==> src/rtl/mersenne_pkg.sv <==
// rtl/mersenne_pkg.sv - shared Mersenne parameters and FSM state encoding
package mersenne_pkg;

  localparam int P_DEFAULT     = 13;
  localparam int WIDTH_DEFAULT = 2 * P_DEFAULT;
  localparam logic [P_DEFAULT-1:0] MERSENNE = P_DEFAULT'((64'd1 << P_DEFAULT) - 64'd1);

  // Encoding is shared with the reducer FSM so state can be compared across blocks.
  typedef enum logic [1:0] {
    IDLE = 2'b00,
    BUSY = 2'b01,
    DONE = 2'b10
  } state_t;

endpackage

==> src/rtl/mersenne_wide_mult.sv <==
// rtl/mersenne_wide_mult.sv - sequential shift-add P x P -> 2P multiplier with valid/ready handshake
module mersenne_wide_mult
  import mersenne_pkg::*;
#(
  parameter int P          = P_DEFAULT,
  parameter int WIDTH      = 2 * P,
  parameter int EARLY_EXIT = 0
) (
  input  logic             clk,
  input  logic             rst,
  input  logic             valid_in,
  output logic             ready_in,
  input  logic [P-1:0]     a,
  input  logic [P-1:0]     b,
  input  logic             sq,
  output logic [WIDTH-1:0] product,
  output logic             valid_out,
  input  logic             ready_out,
  output logic             busy
);

  localparam int CW = (P > 1) ? $clog2(P) : 1;

  state_t           state;
  logic [WIDTH-1:0] acc;
  logic [WIDTH-1:0] a_sh;
  logic [P-1:0]     b_sh;
  logic [CW-1:0]    count;

  logic [WIDTH-1:0] acc_next;
  logic             last_step;

  assign acc_next = b_sh[0] ? (acc + a_sh) : acc;

  // Early exit fires once no set multiplier bits remain above the one consumed this edge.
  assign last_step = (count == CW'(P - 1)) ||
                     ((EARLY_EXIT != 0) && ((b_sh >> 1) == '0));

  always_ff @(posedge clk or posedge rst) begin
    if (rst) begin
      state   <= IDLE;
      acc     <= '0;
      a_sh    <= '0;
      b_sh    <= '0;
      count   <= '0;
      product <= '0;
    end else begin
      case (state)
        IDLE: begin
          if (valid_in) begin
            a_sh  <= WIDTH'(a);
            b_sh  <= sq ? a : b;
            acc   <= '0;
            count <= '0;
            state <= BUSY;
          end
        end
        BUSY: begin
          acc   <= acc_next;
          a_sh  <= a_sh << 1;
          b_sh  <= b_sh >> 1;
          count <= count + 1'b1;
          if (last_step) begin
            product <= acc_next;
            state   <= DONE;
          end
        end
        DONE: begin
          if (ready_out) state <= IDLE;
        end
        default: state <= IDLE;
      endcase
    end
  end

  assign ready_in  = (state == IDLE);
  assign busy      = (state == BUSY);
  assign valid_out = (state == DONE);

endmodule

==> config.mk <==
export PLATFORM = sky130hd
export DESIGN_NAME = mersenne_wide_mult
export DESIGN_NICKNAME = d
export VERILOG_FILES = /design/src/rtl/mersenne_pkg.sv /design/src/rtl/mersenne_wide_mult.sv
export SDC_FILE = /design/constraint.sdc
export NUM_CORES = 1
export LEC_CHECK = 0
export CORE_ASPECT_RATIO = 1.5
export CORE_MARGIN = 8
export CORE_UTILIZATION = 38
export DETAILED_ROUTE_END_ITERATION = 12
export PLACE_DENSITY = 0.65
export SYNTH_ARGS = -nofsm -noshare
export SYNTH_HDL_FRONTEND = slang
export SYNTH_SLANG_ARGS = --single-unit
==> constraint.sdc <==
create_clock -name clk -period 9.94 [get_ports clk]
set_clock_uncertainty 0.15 [all_clocks]
set_input_delay 2.982 -clock clk [delete_from_list [all_inputs] [get_ports clk]]
set_output_delay 2.982 -clock clk [all_outputs]
set_load 0.05 [all_outputs]
==> flow_summary.toml, run 1 <==
[synthesis]
syn_area_um2 = 5510
yosysTopAreaCell = "dfrtp_1"
ys_seq_elements = 97
synth_cells = 574
synth-main-ff-cell = "dfrtp_1"
synth-edff-count = 0
yosys.area.top_type_share_pct = 44.1
yosys_warnings = 0
synth.avg_cell_area_um2 = 9.60
syn_nets = 633
yosysSeqAreaShare_pct = 44.1
async_flop_share_pct = 100
synthTopCellsByArea = "dfrtp_1 (44%), o21ai_0 (6.3%), ha_1 (6.1%)"
ys_types = 51

[floorplan]
die_w_um = 114
dieHeight_um = 163
die_area_um2 = 18700
core_area_um2 = 14400
io_pins = 60
initial_utilization_pct = 38.3
num_rows = 54

[timing]
relSlewSlack_pct = 37.9
fin_crit_sh_pct = 57.9
max_freq_mhz = 174
min_period_ps = 5750
slew_violations = 0
setup_ws_ps = 4190
finalSetupTns_ps = 0
final_hold_viol_count = 0
setup_viol_count_final = 0
rsz0062_at_grt = "false"
tightest_slew_ps = 932

[place]
io_buffer_count = 59
dp_hpwl_mm = 10.5
place_inst = 799
gp_congestion = 0.906
dp_slack_ps = 4570

[routing]
drt_first_iter_violations = 206
dr.pass1.iters = 4
avgRoutedWirePerCell_um = 17.4
antenna_left = 0
via_per_inst = 5.57
drt_wl_total_mm = 14.2
route.detailed.drc = 0
vias = 4539

[grt]
grt_pass1_wl_mm = 24.2
grt_use_total_pct = 16.1
antenna_found_initial = 0
grt_max_degree = 54
overflow = 0
grt_pass1_vias = 4909

[clocking]
cts_buffers = 9
clk_latency_ps = 350
post_cts_resize_count = 0
clock_sinks = 97
path_clk_slew_ps = 70
cts-root-buf = "clkbuf_16"
cts_tree = "yes"
cts_setup_buffers = 0
ctsLongestPathBuffers = 2
holdBufCountCts = 0
htree_levels = 3

[worst_setup_path]
start_kind = "flip-flop"
cp_slowest_cell = "dfrtp_1"
crit_type = "flip-flop to output port"
path_max_fanout = 30
max_stage_delay_ps = 960
arrival_ps = 2620
timing.critical_path.from = "state[0]"
critPathCaptureType = "output port"
required_ps = 6810
crit_chain = "nand2b_1 > inv_1 > clkdlybuf4s50_1"
r2r-start = "state[0]"

[layout]
antenna_cells = 0
drive_gt1_share_pct = 6.79
final_nets = 673
syn2layout_area_growth_pct = 19.6
fin_util_pct = 45.8
fin_cells = 815

[status]
status = "finished clean"

[power]
leakage_nw = 2.89
powerDensity_nw_per_um2 = 315
ir_drop_mv = 0.127

[hold_path]
worstHoldStart = "b_sh[5]"
hold_path.class = "flip-flop to flip-flop"

[flow_run]
cap_violations = 0
==> cell usage in the layout (no fill, tap or decap), types with 2 or more instances in the layout <==
cell type | netlist | final
a2111oi_0 | 4 | 4
o2111ai_1 | 4 | 4
nand4_1 | 8 | 8
dfrtp_1 | 97 | 97
nand2_1 | 80 | 80
o21ai_0 | 69 | 69
a221oi_2 | 2 | 2
a22o_1 | 30 | 30
buf_4 | 0 | 7
o211ai_1 | 2 | 2
nor2b_1 | 3 | 3
clkdlybuf4s50_1 | 0 | 59
nor2_1 | 15 | 15
xor2_1 | 7 | 7
and2_1 | 2 | 2
a2bb2oi_1 | 2 | 2
o21ai_1 | 2 | 2
mux2i_1 | 17 | 17
a21o_1 | 10 | 10
a21oi_1 | 23 | 23
a31oi_1 | 3 | 3
xnor2_1 | 16 | 16
a22oi_1 | 24 | 24
clkinv_4 | 0 | 3
nor3b_1 | 4 | 4
nand3_1 | 7 | 7
nand3b_1 | 4 | 4
a211oi_1 | 3 | 3
o21bai_1 | 4 | 3
bufinv_16 | 0 | 2
nor3_1 | 7 | 7
nand2b_1 | 4 | 4
ha_1 | 27 | 27
inv_1 | 15 | 14
clkbuf_16 | 0 | 9
o21a_1 | 8 | 8
mux2_2 | 13 | 13
and3_1 | 6 | 6
==> per-layer routing <==
layer	vias to the layer above	wire, um	global-route usage, %
met5	-	0	0
met4	0	363	7.90
met3	26	490	2.04
met2	112	7720	30.1
met1	2218	5610	17.4
li1	2183	-	-
==> critical path, delay by kind of cell, from the launching register on <==
kind          cells  cell delay (ps)
buf+inv           2             1040
flops             1              960
simple gates      1              280
==> synth_stat cells, types with 2 or more instances <==
| cell type | n |
|---|---|
| dfrtp_1 | 97 |
| nand2_1 | 80 |
| o21ai_0 | 69 |
| clkbuf_1 | 31 |
| a22o_1 | 30 |
| ha_1 | 27 |
| a22oi_1 | 24 |
| a21oi_1 | 23 |
| mux2i_1 | 17 |
| xnor2_1 | 16 |
| inv_1 | 15 |
| nor2_1 | 15 |
| mux2_2 | 13 |
| a21o_1 | 10 |
| nand4_1 | 8 |
| o21a_1 | 8 |
| nand3_1 | 7 |
| nor3_1 | 7 |
| xor2_1 | 7 |
| and3_1 | 6 |
| a2111oi_0 | 4 |
| nand2b_1 | 4 |
| nand3b_1 | 4 |
| nor3b_1 | 4 |
| o2111ai_1 | 4 |
| o21bai_1 | 4 |
| a211oi_1 | 3 |
| a31oi_1 | 3 |
| buf_1 | 3 |
| buf_2 | 3 |
| nor2b_1 | 3 |
| a221oi_2 | 2 |
| a2bb2oi_1 | 2 |
| and2_1 | 2 |
| o211ai_1 | 2 |
| o21ai_1 | 2 |
==> area by class of cell <==
class / instances / area (um^2)
Multi-Input combinational cell: 425 / 2890
Tap cell: 196 / 245
Sequential cell: 97 / 2430
Timing Repair Buffer: 66 / 643
Clock inverter: 7 / 103
Fill cell: 1380 / 7800
Clock buffer: 9 / 225
Inverter: 15 / 58.8
==> metrics by stage <==
step	cell area [um^2]	hold WS, ps	total power, mW
2_1_floorplan	5510	299	1.40
3_3_place_gp	6260	309	1.68
3_5_place_dp	6260	322	1.71
4_1_cts	6590	336	2.09
5_1_grt	6590	365	2.22
6_report	6590	332	2.07
==> final timing paths <==
check	endpoint	cells past startpoint	slack (ps)
max	busy	3	4190
min	b_sh[5]	2	330
max reg2reg	product[24]	6	6660
min reg2reg	b_sh[5]	2	330
max in group asynchronous	acc[8]	3	5670
min in group asynchronous	b_sh[9]	2	2890
==> power by group <==
part | internal [mW] | switching [mW]
combinational | 0.394 | 0.632
clock | 0.223 | 0.159
sequential | 0.540 | 0.127
==> registers in the layout (all words and copies together) (netlist names) <==
register / flops
a_sh: 26
acc: 26
b_sh: 13
count: 4
product: 26
state: 2
==> logic make-up after synthesis <==
kind of cell	Yosys count	share of synthesized area [%]
buffers and inverters	52	3.61
XOR/XNOR	23	3.66
AO/OA/AOI/OAI	200	24.4
multiplexers	31	5.95
flip-flops	97	44.1
AND/OR/NAND/NOR	143	11.8
adder cells (fa/ha/maj)	28	6.49
(Power assumes the default switching activity.)
==> inputs of run 2 (changes only) <==
- clock period: 9.94 -> 5.7 ns (I/O delays scaled with it)
==> flow_summary.toml, run 2 (same netlist as run 1, synthesis figures left out) <==
[status]
status = "finished clean"

[layout]
top_regs = "a_sh x26, acc x26, product x26"
regArea_um2 = 2430
layout.cells.most_common = "dfrtp_1"
drive_gt1_share_pct = 6.79
syn2layout_area_growth_pct = 19.3
antenna_cells = 0
fin_area_um2 = 6580
final_nets = 673
mostFrequentLayoutCells = "dfrtp_1 (97), nand2_1 (80), o21ai_0 (69)"
fillers = 1345
multi_input_area_um2 = 2890

[routing]
dr.pass1.iters = 5
via_per_inst = 5.61
drt_first_iter_violations = 240
antenna_left = 0
route.detailed.drc = 0
vias = 4572
drt_wl_total_mm = 13.9
avgRoutedWirePerCell_um = 17.1

[floorplan]
dieHeight_um = 163
die_area_um2 = 18700
num_rows = 54
initial_utilization_pct = 38.3
core_area_um2 = 14400
die_w_um = 114
io_pins = 60

[timing]
final_hold_viol_count = 0
max_freq_mhz = 226
tightest_slew_ps = 901
relSlewSlack_pct = 39.9
rsz0062_at_grt = "false"
min_period_ps = 4420
fin_crit_sh_pct = 77.5
finalSetupTns_ps = 0
slew_violations = 0
setup_viol_count_final = 0
setup_ws_ps = 1280

[grt]
grt_pass1_wl_mm = 23.3
antenna_found_initial = 0
grt_use_total_pct = 15.5
overflow = 0
grt_max_degree = 75
grt_pass1_vias = 4801

[place]
place_area_um2 = 6260
io_buffer_count = 59
dp_slack_ps = 1610
gp_congestion = 0.897
dp_hpwl_mm = 10.3

[clocking]
path_clk_slew_ps = 70
cts_setup_buffers = 0
cts_tree = "yes"
holdBufCountCts = 0
cts_buffers = 9
cts-root-buf = "clkbuf_16"
clock_sinks = 97
post_cts_resize_count = 0
clk_latency_ps = 340
htree_levels = 3
ctsLongestPathBuffers = 2

[power]
p_sw_mw = 1.58
powerDensity_nw_per_um2 = 544
p_int_mw = 2.00
seqPwrFrac_pct = 32.5
pwr-share-comb_pct = 50.0
leakage_nw = 2.89
ir_drop_mv = 0.261
switching_share_pct = 44.2
p_clk_share_pct = 17.5

[worst_setup_path]
crit_type = "flip-flop to output port"
arrival_ps = 2560
cp_slowest_cell = "dfrtp_1"
max_stage_delay_ps = 930
crit_chain = "nand2b_1 > inv_1 > clkdlybuf4s50_1"
path_max_fanout = 30
critPathCaptureType = "output port"
start_kind = "flip-flop"
required_ps = 3840

[flow_run]
cap_violations = 0

[hold_path]
hold_path.class = "flip-flop to flip-flop"
-- run 2: cell types whose count changed in the layout (fill, tap and decap cells not counted), sizes merged --
cell,change
clkbuf,+2
bufinv,-1
clkinvlp,-1
-- run 2: worst paths after layout --
check                             from     endpoint  slack [ps]  depth (start not counted)
max                           state[0]         busy        1280                          3
min                        product[17]  product[17]         330                          2
max reg2reg                   state[0]  product[18]        2430                          7
min reg2reg                product[17]  product[17]         330                          2
max in group asynchronous          rst      acc[12]        2790                          3
min in group asynchronous          rst      b_sh[9]        1760                          2
-- run 2: area by class of cell --
cell class | instances | area share (%)
clock buffers | 11 | 3.84
clock inverters | 5 | 0.932
inverters | 15 | 0.894
multi-input cells | 425 | 43.9
flip-flops and latches | 97 | 36.9
well taps | 196 | 3.73
repair buffers | 66 | 9.78
-- run 2: metal layers --
metal  part of all wire, %  up-vias  track usage [%]
met4                   3.6        0             8.21
met5                     0        -                0
li1                      -     2172                -
met2                    52      115             28.0
met1                    40     2249             16.7
met3                   3.8       36             2.78
-- run 2: critical path: cells and delay by family, from the launching register on --
family	cells	cell delay [ps]
buf+inv	2	1010
flops	1	930
simple gates	1	270
-- run 2: power by group through the flow --
stage          Combinational, mW  Clock, mW  Sequential, mW
6_report                    1.79      0.627            1.16
5_1_grt                     1.96      0.673            1.20
4_1_cts                     1.80      0.643            1.16
3_5_place_dp                1.80          0            1.17
3_3_place_gp                1.76          0            1.17
2_1_floorplan               1.11          0            1.33
-- run 2: stage by stage --
step | cells | hold WS (ps) | total power [mW] | util, %
2_1_floorplan | 574 | 299 | 2.44 | -
3_3_place_gp | 799 | 309 | 2.93 | 43.5
3_5_place_dp | 799 | 324 | 2.97 | 43.5
4_1_cts | 815 | 337 | 3.61 | 45.7
5_1_grt | 815 | 364 | 3.83 | 45.7
6_report | 815 | 331 | 3.58 | 45.7
==> inputs of run 3 (changes only) <==
- PLACE_DENSITY: 0.65 -> 0.68
- clock period: 5.7 -> 3.95 ns (I/O delays scaled with it)
==> flow_summary.toml, run 3 (same netlist as run 1, synthesis figures left out) <==
[timing]
finalSetupTns_ps = 0
min_period_ps = 3430
fin_crit_sh_pct = 86.9
final_hold_viol_count = 0
setup_viol_count_final = 0
setup_ws_ps = 519
relSlewSlack_pct = 45.8
slew_violations = 0
tightest_slew_ps = 813
rsz0062_at_grt = "false"
whs_ps = 328
max_freq_mhz = 291

[status]
status = "finished clean"

[clocking]
cts_setup_buffers = 0
holdBufCountCts = 0
cts-root-buf = "clkbuf_16"
cts_tree = "yes"
clock_sinks = 97
path_clk_slew_ps = 70
post_cts_resize_count = 0
clk_latency_ps = 340
ctsLongestPathBuffers = 2
cts_buffers = 9
htree_levels = 3

[layout]
layout.cells.most_common = "dfrtp_1"
antenna_cells = 0
syn2layout_area_growth_pct = 19.9
mostFrequentLayoutCells = "dfrtp_1 (97), nand2_1 (80), o21ai_0 (69)"
final_nets = 677
fin_area_um2 = 6610
drive_gt1_share_pct = 7.40
fin_util_pct = 45.9
fin_cells = 818
top_regs = "a_sh x26, acc x26, product x26"

[flow_run]
cap_violations = 0

[power]
leakage_nw = 2.89
ir_drop_mv = 0.419
powerDensity_nw_per_um2 = 796
power_mw = 5.26

[floorplan]
core_area_um2 = 14400
num_rows = 54
dieHeight_um = 163
die_area_um2 = 18700
io_pins = 60
die_w_um = 114
initial_utilization_pct = 38.3

[worst_setup_path]
rr_worst_depth = 11
r2r-start = "acc[0]"
timing.rr.end = "product[22]"
required_ps = 2610
timing.critical_path.from = "state[1]"
start_kind = "flip-flop"
path_max_fanout = 21
r2r_setup_slack_ps = 750
arrival_ps = 2100
critPathCaptureType = "output port"
crit_type = "flip-flop to output port"

[hold_path]
hold_path_depth = 2
hold_path.class = "flip-flop to flip-flop"
whs_endpoint = "product[17]"
worstHoldStart = "product[17]"

[grt]
antenna_found_initial = 0
grt_pass1_vias = 4933
grt_use_total_pct = 16.4
overflow = 0
grt_max_degree = 60
grt_pass1_wl_mm = 24.3

[routing]
vias = 4569
route.detailed.drc = 0
antenna_left = 0
dr.pass1.iters = 5
via_per_inst = 5.59
avgRoutedWirePerCell_um = 18.0
drt_first_iter_violations = 256
drt_wl_total_mm = 14.7

[place]
place_area_um2 = 6290
place_inst = 803
io_buffer_count = 59
gp_congestion = 0.920
dp_slack_ps = 842
dp_hpwl_mm = 11.1
[run 3: final cells by class]
type,instances,area (um^2)
fill,1369,7780
tap,196,245
clock inverter,6,91.3
sequential,97,2430
timing repair buffer,70,671
clock buffer,9,225
inverter,15,58.8
multi-input combinational,425,2890
[run 3: metal layers]
metal	wire length, um	vias to the layer above	global-route usage [%]
li1	-	2176	-
met1	5640	2255	16.8
met2	7950	105	30.6
met3	475	33	2.74
met4	667	0	9.42
met5	0	-	0
[run 3: worst max path at each step]
| stage | slack [ps] | cells past startpoint | to |
|---|---|---|---|
| floorplan | 80 | 1 | a_sh[0] |
| finish | 520 | 3 | valid_out |
| global placement | 850 | 11 | product[22] |
| CTS | 500 | 3 | valid_out |
| global route | 430 | 3 | valid_out |
| detailed placement | 840 | 11 | product[22] |
[run 3: power by group]
group	internal, mW	switching (mW)	total, mW
sequential	1.36	0.297	1.66
clock	0.554	0.385	0.939
combinational	0.998	1.67	2.67
[run 3: worst max-delay path, stage by stage, from the launching register on]
cell	delay [ps]
dfrtp_1	720
nand2b_1	150
inv_1	80
clkdlybuf4s50_1	800
